File: config.mk
export PLATFORM = sky130hd
export DESIGN_NAME = mmio_stream_fifo
export DESIGN_NICKNAME = d
export VERILOG_FILES = /design/src/rtl/stream_fifo_pkg.sv /design/src/rtl/mmio_stream_fifo_sync_fifo.sv /design/src/rtl/mmio_stream_fifo.sv
export SDC_FILE = /design/constraint.sdc
export NUM_CORES = 1
export LEC_CHECK = 0
export ABC_AREA = 1
export BUFFER_PORTS_ARGS = -buffer_cell sky130_fd_sc_hd__buf_2
export CAP_MARGIN = 20
export CORE_UTILIZATION = 50
export DETAILED_ROUTE_END_ITERATION = 8
export PLACE_DENSITY_LB_ADDON = 0.25
export SYNTH_ARGS = -nofsm -noshare
export SYNTH_HDL_FRONTEND = slang
export SYNTH_SLANG_ARGS = --single-unit
File: constraint.sdc
create_clock -name clk -period 5.4 [get_ports clk]
set_input_delay 1.35 -clock clk [delete_from_list [all_inputs] [get_ports clk]]
set_output_delay 1.35 -clock clk [all_outputs]
set_load 0.1 [all_outputs]
File: src/rtl/stream_fifo_pkg.sv
// Shared register map and STATUS bit layout for the MMIO-fronted stream FIFO.
package stream_fifo_pkg;

   typedef enum logic [1:0] {
      REG_DATA   = 2'd0,
      REG_STATUS = 2'd1,
      REG_CTRL   = 2'd2,
      REG_THRESH = 2'd3
   } reg_e;

   localparam int STAT_EMPTY     = 0;
   localparam int STAT_FULL      = 1;
   localparam int STAT_COUNT_LSB = 2;
   localparam int STAT_OVERFLOW  = 31;

   localparam int CTRL_FLUSH   = 0;
   localparam int CTRL_OVF_CLR = 1;

endpackage

File: src/rtl/mmio_stream_fifo_sync_fifo.sv
// Synchronous FIFO storage with wrap-around pointers; flush and reset clear pointers, not storage.
module sync_fifo #(
   parameter int WIDTH = 32,
   parameter int DEPTH = 16,
   localparam int AW = $clog2(DEPTH),
   localparam int CW = AW + 1
) (
   input  logic             clk,
   input  logic             reset,
   input  logic             push,
   input  logic [WIDTH-1:0] push_data,
   input  logic             pop,
   input  logic             flush,
   output logic             full,
   output logic             empty,
   output logic [CW-1:0]    count,
   output logic [WIDTH-1:0] head
);

   localparam logic [CW-1:0] DEPTH_C = CW'(DEPTH);

   logic [WIDTH-1:0] mem [DEPTH];
   logic [AW-1:0]    wr_ptr;
   logic [AW-1:0]    rd_ptr;
   logic             do_push;
   logic             do_pop;

   assign full    = (count == DEPTH_C);
   assign empty   = (count == '0);
   assign do_pop  = pop && !empty;
   // A full FIFO still accepts a push when the head leaves in the same cycle.
   assign do_push = push && (!full || do_pop);
   assign head    = mem[rd_ptr];

   always_ff @(posedge clk) begin
      if (reset || flush) begin
         wr_ptr <= '0;
         rd_ptr <= '0;
         count  <= '0;
      end else begin
         if (do_push) wr_ptr <= wr_ptr + 1'b1;
         if (do_pop)  rd_ptr <= rd_ptr + 1'b1;
         case ({do_push, do_pop})
            2'b10:   count <= count + 1'b1;
            2'b01:   count <= count - 1'b1;
            default: count <= count;
         endcase
      end
   end

   always_ff @(posedge clk) begin
      if (do_push && !flush && !reset) mem[wr_ptr] <= push_data;
   end

endmodule

File: src/rtl/mmio_stream_fifo.sv
// MMIO slave that pushes bus writes into a FIFO drained by a valid/ready stream.
// Optional threshold interrupt output enabled by defining STREAM_FIFO_IRQ_EN.
module mmio_stream_fifo
   import stream_fifo_pkg::*;
#(
   parameter int WIDTH = 32,
   parameter int DEPTH = 16
) (
   input  logic             clk,
   input  logic             reset,
   input  logic             we,
   input  logic [WIDTH-1:0] addr,
   input  logic [WIDTH-1:0] wd,
   output logic [WIDTH-1:0] rd,
   output logic             m_valid,
   output logic [WIDTH-1:0] m_data,
   input  logic             m_ready
`ifdef STREAM_FIFO_IRQ_EN
   ,
   output logic             irq
`endif
);

   localparam int CW = $clog2(DEPTH) + 1;

   reg_e          reg_sel;
   logic          push_req;
   logic          pop;
   logic          flush;
   logic          ovf_clr;
   logic          ovf_set;
   logic          overflow;
   logic [CW-1:0] thresh;
   logic          full;
   logic          empty;
   logic [CW-1:0] count;
   logic [WIDTH-1:0] head;
   logic          unused_bits;

   assign reg_sel  = reg_e'(addr[3:2]);
   assign push_req = we && (reg_sel == REG_DATA);
   assign flush    = we && (reg_sel == REG_CTRL) && wd[CTRL_FLUSH];
   assign ovf_clr  = we && (reg_sel == REG_CTRL) && wd[CTRL_OVF_CLR];
   assign pop      = m_valid && m_ready;
   // Flush discards the push, so it cannot also count as an overflow.
   assign ovf_set  = push_req && full && !pop && !flush;

   assign m_valid  = !empty;
   assign m_data   = head;

   assign unused_bits = ^{addr[WIDTH-1:4], addr[1:0], wd[WIDTH-1:CW]};

   sync_fifo #(
      .WIDTH (WIDTH),
      .DEPTH (DEPTH)
   ) u_fifo (
      .clk       (clk),
      .reset     (reset),
      .push      (push_req),
      .push_data (wd),
      .pop       (pop),
      .flush     (flush),
      .full      (full),
      .empty     (empty),
      .count     (count),
      .head      (head)
   );

   always_ff @(posedge clk) begin
      if (reset) begin
         overflow <= 1'b0;
         thresh   <= CW'(DEPTH / 2);
      end else begin
         if (ovf_set)      overflow <= 1'b1;
         else if (ovf_clr) overflow <= 1'b0;
         if (we && (reg_sel == REG_THRESH)) thresh <= wd[CW-1:0];
      end
   end

`ifdef STREAM_FIFO_IRQ_EN
   always_ff @(posedge clk) begin
      if (reset) irq <= 1'b0;
      else       irq <= (thresh != '0) && (count >= thresh);
   end
`endif

   always_comb begin
      rd = '0;
      case (reg_sel)
         REG_DATA:   rd = empty ? '0 : head;
         REG_STATUS: begin
            rd[STAT_OVERFLOW]               = overflow;
            rd[STAT_COUNT_LSB +: CW]        = count;
            rd[STAT_FULL]                   = full;
            rd[STAT_EMPTY]                  = empty;
         end
         REG_THRESH: rd[CW-1:0] = thresh;
         default:    rd = '0;
      endcase
   end

endmodule

Word level (Yosys, flattened, before mapping). Memory sizes are Yosys's and may differ from the RTL's. A register that Yosys moved wholly into a read port is not among the register bits. Cells that the tools add are included.

Register bits after elaboration: 19. Logic and storage cells: 52. Memory bits (writable): 512. Memories kept: 1.

Multiplexer cells: 12. Reduce and logical (&&, ||, !) cells: 24. Add/subtract/negate cells: 4. Equal/unequal tests: 6.

Memories: u_fifo.mem (depth 16, bits a word 32, rd ports 1, clocked after Yosys merged registers in 1, write ports 1, line mmio_stream_fifo_sync_fifo.sv:22) `logic [WIDTH-1:0] mem [DEPTH];`.

Operators by type and width (count): 2-to-1 mux 32 bit (1); 2-to-1 mux 24 bit (1); case mux 5 bit (3 select lines) (1); logical AND 1 bit (13); case mux 5 bit (2 select lines) (1); adder 4 x 1 -> 4 bit, second input constant (2); 2-to-1 mux 4 bit (2); == test 2 bit, second input constant (3); adder 5 x 1 -> 5 bit, second input constant (1); == test 5 bit, second input constant (1); logical NOT 1 bit (5); logical NOT 5 bit (1); subtractor 5 x 1 -> 5 bit, second input constant (1); == test 2 x 1 -> 1 bit, second input constant (2); 2-to-1 mux 1 bit (4); case mux 2 bit (2 select lines) (1); nonzero test 2 bit (2); logical NOT 2 bit (1); logical OR 1 bit (2); case mux 1 bit (2 select lines) (1).

Depth between registers and ports, before layout. Gate-level depths: netlist of run 1.

Depth after elaboration: 10. Depth in mapped cells: 16.

Modules after synthesis. A second synthesis of run 1 with hierarchy kept.

Cells, all modules: 1873. Area total of the unflattened synthesis: 22475.3 µm².

By module, submodules not included: sync_fifo (seq. area each 15715.1 µm², instances 1, cells each 1749, area each 21846.0 µm²); mmio_stream_fifo (seq. area each 120.1 µm², instances 1, cells each 124, area each 629.4 µm²).

Least setup slack after synthesis of run 1. No wires, ideal clock.

Kind: input-to-reg. From: input port addr[2]. To: memory u_fifo.mem[8][0], enable pin. Library setup time: 0.502 ns. Stages on the path: 3. Setup slack: -0.072 ns. Arrival: 4.970 ns. Path buffers: 0. Data required time: 4.898 ns. Cells stage by stage: nor3_2 nand2_1 nor4_1.

Cells in the longest elaborated chain, start to end: 8.

RTL lines: from (decl) (line mmio_stream_fifo.sv:12) `input logic [WIDTH-1:0] addr,`; == test 2 bit (line mmio_stream_fifo.sv:42) `assign flush = we && (reg_sel == REG_CTRL) && wd[CTRL_FLUSH];`; logical AND 1 bit (2 in a row) (line mmio_stream_fifo.sv:42); logical NOT 1 bit (line mmio_stream_fifo_sync_fifo.sv:52) `if (do_push && !flush && !reset) mem[wr_ptr] <= push_data;`; logical AND 1 bit * (2 in a row) (line mmio_stream_fifo_sync_fifo.sv:52); 2-to-1 mux 1 bit * (line mmio_stream_fifo_sync_fifo.sv:52); 2-to-1 mux 1 bit (implied by the code) * (line mmio_stream_fifo_sync_fifo.sv:52); to (decl) (line mmio_stream_fifo_sync_fifo.sv:22).

Every way passes the cells marked *; elsewhere a longest branch is shown, timed or not.

==> results of run 1 <==
-- metal layers --
metal	GRT usage, %	up-vias
li1	-	6906
met1	33.6	7006
met2	39.5	568
met3	3.71	81
met4	7.10	4
met5	0	-
-- cells in the mapped netlist, types with 16 or more instances --
master    number
buf_2         53
nor3_1        16
nor2_1       264
edfxtp_1     512
o21ai_1       18
o21ai_0      116
nand3_1      222
nand2_1      403
o211ai_1      58
dfxtp_1       23
clkbuf_1      27
inv_1        128
a21oi_1       38
-- layout make-up --
type                            count  area [um^2]
Tap cell                          585          732
Clock inverter                     22          129
Multi-Input combinational cell   1166         5370
Fill cell                        3507        18600
Inverter                          131          502
Sequential cell                   535        15800
Clock buffer                       66         1380
Timing Repair Buffer              152          936
-- power breakdown --
group | internal (mW) | switching, mW | leakage, nW | total [mW]
combinational | 0.731 | 2.82 | 3.63 | 3.55
clock | 1.83 | 1.46 | 0.736 | 3.29
sequential | 4.58 | 0.0386 | 4.79 | 4.62
total | 7.14 | 4.32 | 9.15 | 11.5
-- registers in the layout, summed over array words and instances (netlist names), named ones only --
register       count
u_fifo.count       5
u_fifo.mem       512
u_fifo.wr_ptr      4
thresh             5
overflow           1
u_fifo.rd_ptr      4
-- tightest hold or removal path, stage by stage (launching register included) --
cell     delay, ps
dfxtp_1        290
inv_1           70
a21oi_1         60
-- through the flow --
step	hold WS, ps	std cells
3_3_place_gp	452	2569
6_report	465	2657
2_1_floorplan	424	1940
5_1_grt	495	2657
4_1_cts	466	2657
3_5_place_dp	457	2569
-- final timing paths --
path,from,endpoint,slack [ps],cells after the start
max,flip-flop,rd[31],820,9
min,thresh[2],thresh[2],470,2
min reg2reg,thresh[2],thresh[2],470,2
max reg2reg,u_fifo.count[0],u_fifo.mem[5][22],2560,7
-- kinds of logic (layout without fill, tap and decap cells) --
family / count (synthesis) / count (layout) / share of synthesized area, %
xor+xnor: 7 / 7 / 0.276
buf+inv: 239 / 371 / 4.82
flops: 535 / 535 / 71.4
compound gates: 236 / 236 / 6.05
simple gates: 914 / 914 / 17.0
fa+ha+maj: 9 / 9 / 0.508
==> impl_metrics.toml, run 1 <==
[setup_path]
crit_chain = "inv_6 > buf_4 > nand2_1 > nand3_1 > nand3_1 > nand2_1 > nand2_1 > nand2_1 > buf_2"
cp_max_fo = 108
path_buf_inv = 3
cpMaxStageDelayCell = "inv_6"
worstPathRequired_ps = 4050
path_delay_family = "buffers and inverters"
crit_path_end_kind = "primary output"
path_class = "flip-flop to primary output"
crit_arrival_ps = 3230
worst_setup_path_start_kind = "flip-flop"
critPathMostFrequentCell = "nand2_1"
cpPeakStageDelay_ps = 660

[drt]
wire_per_inst_um = 20.1
final_antenna_net_count = 0
drt_pass1_iterations = 6
via_count = 14600
drt_wl_total_um = 53500
wl_met2_um = 25700
dr.first_iter.drc_count = 1575
wl_met1_um = 22500
routed-wl-met3_um = 4050
viasPerCell = 5.48
top_layer = "met5"
drc_errors = 0

[global_route]
grt_pass1_vias = 13800
grt-ovfl-total = 0
grt_pass1_wl_um = 80700
grt_use_total_pct = 24.2
grt_max_degree = 192
antenna_found_initial = 2

[logic_synthesis]
synth_enable_flop_cells = 512
synthDistinctLibCells = 35
synth_seq_cells = 535
syn_inst = 1940
syn-num-nets = 2017
ys_top_cells_by_area = "edfxtp_1, nand2_1, nand3_1"
ys_seq_area_share_pct = 71.4
yosysWarnings = 0
yosys.area.top_type = "edfxtp_1"
synthArstFlopShare_pct = 0
syn_area_per_cell_um2 = 11.4
ys.flop_type = "edfxtp_1"
synth_top_cell_area_share_pct = 69.3
syn_area_um2 = 22200

[timing]
slew_viol_final = 0
fin_tns_setup_ps = 0
fmax_ghz = 0.218
clock_skew_ps = 16.1
final.setup.worst_slack_ps = 820
rsz0062_at_grt = "no"
fin_crit_sh_pct = 84.8
slew_headroom_pct = 29.0
setup_viol = 0
finalHoldViolations = 0
worst_pin_slew_ps = 1060
fin_crit_ps = 4580

[place]
gp_congestion = 0.820
post_dp_cell_area_um2 = 23400
pre_cts_ws_ps = 901
io_buffers = 102
dp_hpwl_um = 28100

[floorplanning]
io_pins = 133
die_y_um = 213
start_util_pct = 51.0
die_w_um = 213
core_area_um2 = 43500
rows = 76
dieArea_um2 = 45200

[clocking]
worstSkewPairLatency_ps = 590
cts_root_buffer = "clkbuf_16"
clockBufferDepth = 3
htree_num_levels = 2
clk_pin_slew_worst_paths_ps = 60
cts-resized-gates = 0
cts_setup_buffers = 0
hold_buffers = 0
tritoncts.num_buffers = 52
cts_tree = "done"
cts_sinks = 535

[power]
power_density_nw_per_um2 = 461
power_leakage_nw = 9.15
peakVddDrop_mv = 0.584
power_mw = 11.5

[cells_and_area]
area_growth_pct = 12.2
final_cell_mix = "edfxtp_1, nand2_1, nor2_1"
drive_gt1_share_pct = 11.8
post-route-util_pct = 57.3
n_antenna_cell = 0
design_area_um2 = 24900
final_common_cell = "edfxtp_1"
num-nets-final = 2115

[run_status]
status = "finished, final reports clean"

[worst_hold_path]
min_path_type = "flip-flop to flip-flop"

[flow_run]
maxCapViolCount = 0
Power figures use the tool's default switching activity.
==> inputs of run 2 (changes only) <==
--- a/config.mk
+++ b/config.mk
@@ -5,7 +5,7 @@
 export SDC_FILE = /design/constraint.sdc
 export NUM_CORES = 1
 export LEC_CHECK = 0
-export ABC_AREA = 1
+export ABC_AREA = 0
 export BUFFER_PORTS_ARGS = -buffer_cell sky130_fd_sc_hd__buf_2
 export CAP_MARGIN = 20
 export CORE_UTILIZATION = 50
==> constraint.sdc (replaced) <==
create_clock -name clk -period 4.6 [get_ports clk]
set_input_delay 1.15 -clock clk [delete_from_list [all_inputs] [get_ports clk]]
set_output_delay 1.15 -clock clk [all_outputs]
set_load 0.1 [all_outputs]
==> impl_metrics.toml, run 2 <==
[drt]
drt_pass1_iterations = 5
drc_errors = 0
dr.first_iter.drc_count = 998
final_antenna_net_count = 0
drt_wl_total_um = 45400
via_count = 10300
wire_per_inst_um = 26.3
viasPerCell = 5.99

[logic_synthesis]
synthDistinctLibCells = 47
yosysMostFrequentCell = "edfxtp_1"
synth_enable_flop_cells = 512
yosysWarnings = 0
syn_area_um2 = 21100
syn-num-nets = 1074
syn_area_per_cell_um2 = 21.2
syn_inst = 997
synth_seq_cells = 535
ys_top_cells_by_area = "edfxtp_1, mux4_2, mux2i_1"
synth_top_cell_area_share_pct = 72.9
netlist_top_cells_count = "edfxtp_1, mux4_2, mux2i_1"
synthArstFlopShare_pct = 0
ys.flop_type = "edfxtp_1"
ys_seq_area_share_pct = 75.0
yosys.area.top_type = "edfxtp_1"

[timing]
fin_tns_setup_ps = 0
final.setup.worst_slack_ps = 309
finalHoldViolations = 0
fin_crit_ps = 4290
slew_viol_final = 0
fin_crit_sh_pct = 93.3
slew_headroom_pct = 27.4
clock_skew_ps = 19.2
fmax_ghz = 0.233
hold_slack_ps = 499
rsz0062_at_grt = "no"
worst_pin_slew_ps = 1090
setup_viol = 0

[setup_path]
cpPeakStageDelay_ps = 570
path_buf_inv = 2
r2r_end = "u_fifo.count[4]"
cp_max_fo = 13
r2r_setup_slack_ps = 1350
worstPathRequired_ps = 3450
crit_end = "rd[1]"
path_class = "primary input to primary output"
reg2regPathDepth = 8
crit_path_end_kind = "primary output"
crit_chain = "buf_2 > nor2_2 > o211ai_2 > o221ai_1 > buf_2"
critPathLaunch = "addr[3]"
cp.depth = 5
crit_arrival_ps = 3140
worst_setup_path_start_kind = "primary input"
rr_startpoint = "u_fifo.count[1]"
cpMaxStageDelayCell = "o211ai_2"
path_delay_family = "compound AO/OA/AOI/OAI gates"
critPathMostFrequentCell = "buf_2"

[global_route]
antenna_found_initial = 1
grt_pass1_vias = 10400
grt.busiest_layer = "met2"
met1_usage_pct = 31.8
grt-ovfl-total = 0
use_met3_pct = 3.78
grt_util_met2_pct = 34.2
grt_max_degree = 49
grt_pass1_wl_um = 68300
grt_use_total_pct = 21.8

[cells_and_area]
area_growth_pct = 15.1
regMostFlops = "u_fifo.mem"
num-nets-final = 1228
drive_gt1_share_pct = 33.6
n_antenna_cell = 0
reg_top3 = "u_fifo.mem (512), thresh (5), u_fifo.count (5)"
final_cell_mix = "edfxtp_1, mux4_2, buf_2"
post-route-util_pct = 58.9
largest_register_ffs = 512
fin_cells = 1725
final_common_cell = "edfxtp_1"

[clocking]
clk_pin_slew_worst_paths_ps = 60
worstSkewPairLatency_ps = 600
htree_num_levels = 2
cts_sinks = 535
cts_tree = "done"
tritoncts.num_buffers = 52
cts_root_buffer = "clkbuf_16"
clockBufferDepth = 3

[worst_hold_path]
min_path_type = "flip-flop to flip-flop"

[floorplanning]
rows = 74
die_w_um = 207
start_util_pct = 51.2
die_y_um = 207
dieArea_um2 = 43000
core_area_um2 = 41200
io_pins = 133

[power]
peakVddDrop_mv = 0.426
power_leakage_nw = 7.66
power_density_nw_per_um2 = 513

[place]
place_inst = 1625
gp_congestion = 0.779
dp_hpwl_um = 26200
pre_cts_ws_ps = 450
io_buffers = 102

[run_status]
status = "finished, final reports clean"

[flow_run]
maxCapViolCount = 0
run 2: metrics by stage:
step	cell area [um^2]	power, mW
floorplan	21100	7.97
global route	24300	12.9
detailed placement	22600	8.51
global placement	22600	8.49
finish	24300	12.5
CTS	24300	12.6
run 2: cell type report:
| class | count | area, um^2 |
|---|---|---|
| clock buffers | 64 | 1370 |
| clock inverters | 32 | 258 |
| fillers | 2957 | 16900 |
| inverters | 8 | 30.0 |
| multi-input cells | 398 | 5080 |
| flip-flops and latches | 535 | 15800 |
| well taps | 532 | 666 |
| repair buffers | 156 | 1040 |
run 2: worst min path at each step:
stage | startpoint | to | slack [ps] | depth (start not counted)
final | thresh[3] | thresh[3] | 500 | 1
after global placement | thresh[3] | thresh[3] | 460 | 1
after global routing | thresh[3] | thresh[3] | 530 | 1
after CTS | thresh[3] | thresh[3] | 500 | 1
after floorplan | thresh[3] | thresh[3] | 430 | 1
after detailed placement | thresh[3] | thresh[3] | 490 | 1
run 2: worst register-to-register path: cells and delay by family, from the launching register on:
family                   cells  cell delay [ps]
AO/OA/AOI/OAI                3              730
flip-flops                   1              400
adder cells (fa/ha/maj)      2              780
multiplexers                 1              340
AND/OR/NAND/NOR              2              890
run 2: kinds of logic after synthesis:
kind of cell             synth area share (%)
AO/OA/AOI/OAI                            2.17
adder cells (fa/ha/maj)                 0.534
AND/OR/NAND/NOR                          2.06
buffers and inverters                    1.52
flip-flops                               75.0
XOR/XNOR                                0.291
multiplexers                             18.4
run 2: power breakdown:
group	switching, mW	total [mW]	leakage (nW)	internal, mW
combinational	1.99	2.91	2.07	0.914
sequential	0.131	5.50	4.79	5.37
clock	1.77	4.06	0.801	2.29
total	3.90	12.5	7.66	8.57
run 2: what timing repair did:
action / CTS / global route
endpoints found under the setup margin: 6 / 26
pin swaps: 1 / 1
resized for setup: 0 / 1
cloned: 1 / 0
setup buffers: 0 / 3
hold buffers: 0 / 0
run 2: routing by layer:
metal  share of wire [%]  vias to the layer above
li1                    -                     4467
met1                  44                     5489
met2                  48                      325
met3                 5.9                       58
met4                 2.0                        2
met5               0.029                        -
==> inputs of run 3 (changes only) <==
==> constraint.sdc (replaced) <==
create_clock -name clk -period 4.6 [get_ports clk]
set_input_delay 0.23 -clock clk [delete_from_list [all_inputs] [get_ports clk]]
set_output_delay 0.23 -clock clk [all_outputs]
set_load 0.1 [all_outputs]
==> impl_metrics.toml, run 3 (same netlist as run 2, synthesis figures left out) <==
[power]
power_mw = 12.5
intPower_mw = 8.60
power_density_nw_per_um2 = 514
power_leakage_nw = 7.61
clockPowerShare_pct = 32.7
power_frac_seq_pct = 44.2
peakVddDrop_mv = 0.398
switching_share_pct = 31.0
p_switching_mw = 3.87
combinationalPowerShare_pct = 23.1

[timing]
finalHoldViolations = 0
fin_tns_setup_ps = 0
rsz0062_at_grt = "no"
slew_headroom_pct = 39.7
worst_pin_slew_ps = 905
fin_crit_ps = 3640
fmax_ghz = 0.275
clock_skew_ps = 25.7
setup_viol = 0
hold_slack_ps = 25.1
slew_viol_final = 0
fin_crit_sh_pct = 79.1

[drt]
viasPerCell = 5.94
wire_per_inst_um = 25.6
dr.first_iter.drc_count = 924
drt_wl_total_um = 44200
via_count = 10300
drt_pass1_iterations = 5
drc_errors = 0
final_antenna_net_count = 0

[setup_path]
worst_setup_path_start_kind = "flip-flop"
crit_arrival_ps = 3410
worstPathRequired_ps = 4370
crit_path_end_kind = "primary output"
cp_max_fo = 18
path_class = "flip-flop to primary output"

[cells_and_area]
final_common_cell = "edfxtp_1"
largest_register_ffs = 512
fillCellCount = 2935
regMostFlops = "u_fifo.mem"
reg_top3 = "u_fifo.mem (512), thresh (5), u_fifo.count (5)"
area_growth_pct = 14.9
final_cell_mix = "edfxtp_1, mux4_2, buf_2"
post-route-util_pct = 58.8
drive_gt1_share_pct = 30.9
n_antenna_cell = 0
num-nets-final = 1229

[floorplanning]
dieArea_um2 = 43000
die_y_um = 207
rows = 74
start_util_pct = 51.2
core_area_um2 = 41200
io_pins = 133
die_w_um = 207

[clocking]
cts_setup_buffers = 0
clk_pin_slew_worst_paths_ps = 60
cts-resized-gates = 0
cts_tree = "done"
tritoncts.num_buffers = 53
hold_buffers = 21
worstSkewPairLatency_ps = 590
clockBufferDepth = 3
cts_root_buffer = "clkbuf_16"
htree_num_levels = 2
cts_sinks = 535

[global_route]
antenna_found_initial = 0
grt-ovfl-total = 0
grt_pass1_vias = 10400
grt_pass1_wl_um = 66300
grt_max_degree = 70
grt_use_total_pct = 21.0

[place]
io_buffers = 102
gp_congestion = 0.809
dp_hpwl_um = 25600

[run_status]
status = "finished, final reports clean"

[flow_run]
maxCapViolCount = 0

[worst_hold_path]
min_path_type = "primary input to flip-flop"
[run 3: cell count changes in the layout (fill, tap and decap cells not counted), sizes merged]
cell and change:
dlygate4sd3 +21, buf -20, o211ai -1, clkbuf +2
clkinvlp -2
[run 3: final timing paths]
kind,startpoint,to,slack (ps),depth (start not counted)
setup / recovery,u_fifo.count[1],rd[3],960,6
hold / removal,wd[15],u_fifo.mem[1][15],30,1
setup reg to reg,u_fifo.count[1],u_fifo.count[4],1420,10
hold reg to reg,thresh[3],thresh[3],500,1
[run 3: cell type report]
type / count / area (um^2) / area share, %
clock inverter: 30 / 239 / 0.986
timing repair buffer: 157 / 1000 / 4.13
multi-input combinational: 397 / 5060 / 20.9
sequential: 535 / 15800 / 65.4
clock buffer: 66 / 1400 / 5.76
tap: 532 / 666 / 2.75
inverter: 8 / 30.0 / 0.124
[run 3: worst max-delay path: stages (launching register included)]
cell	delay [ps]
dfxtp_1	390
or4_4	630
o211ai_4	640
buf_4	450
nor2_1	100
a221o_1	300
buf_2	300
[run 3: through the flow]
stage | setup slack [ps] | std cells | area, um^2
3_5_place_dp | 1360 | 1608 | 22400
3_3_place_gp | 1400 | 1608 | 22400
5_1_grt | 846 | 1725 | 24200
4_1_cts | 910 | 1725 | 24200
6_report | 960 | 1725 | 24200
2_1_floorplan | 1290 | 997 | 21100
[run 3: routing by layer]
metal | GRT usage, % | vias up | part of all wire [%]
met5 | 0 | - | 0
met4 | 4.30 | 0 | 1.2
met3 | 3.80 | 46 | 5.9
met2 | 33.0 | 330 | 47
met1 | 31.1 | 5415 | 45
li1 | - | 4461 | -
[run 3: power groups by stage]
stage          sequential [mW]  clock [mW]  combinational [mW]
2_1_floorplan             5.49           0                2.48
3_3_place_gp              5.62           0                2.87
3_5_place_dp              5.62           0                2.89
4_1_cts                   5.52        4.14                2.91
5_1_grt                   5.53        4.31                3.03
6_report                  5.51        4.07                2.89
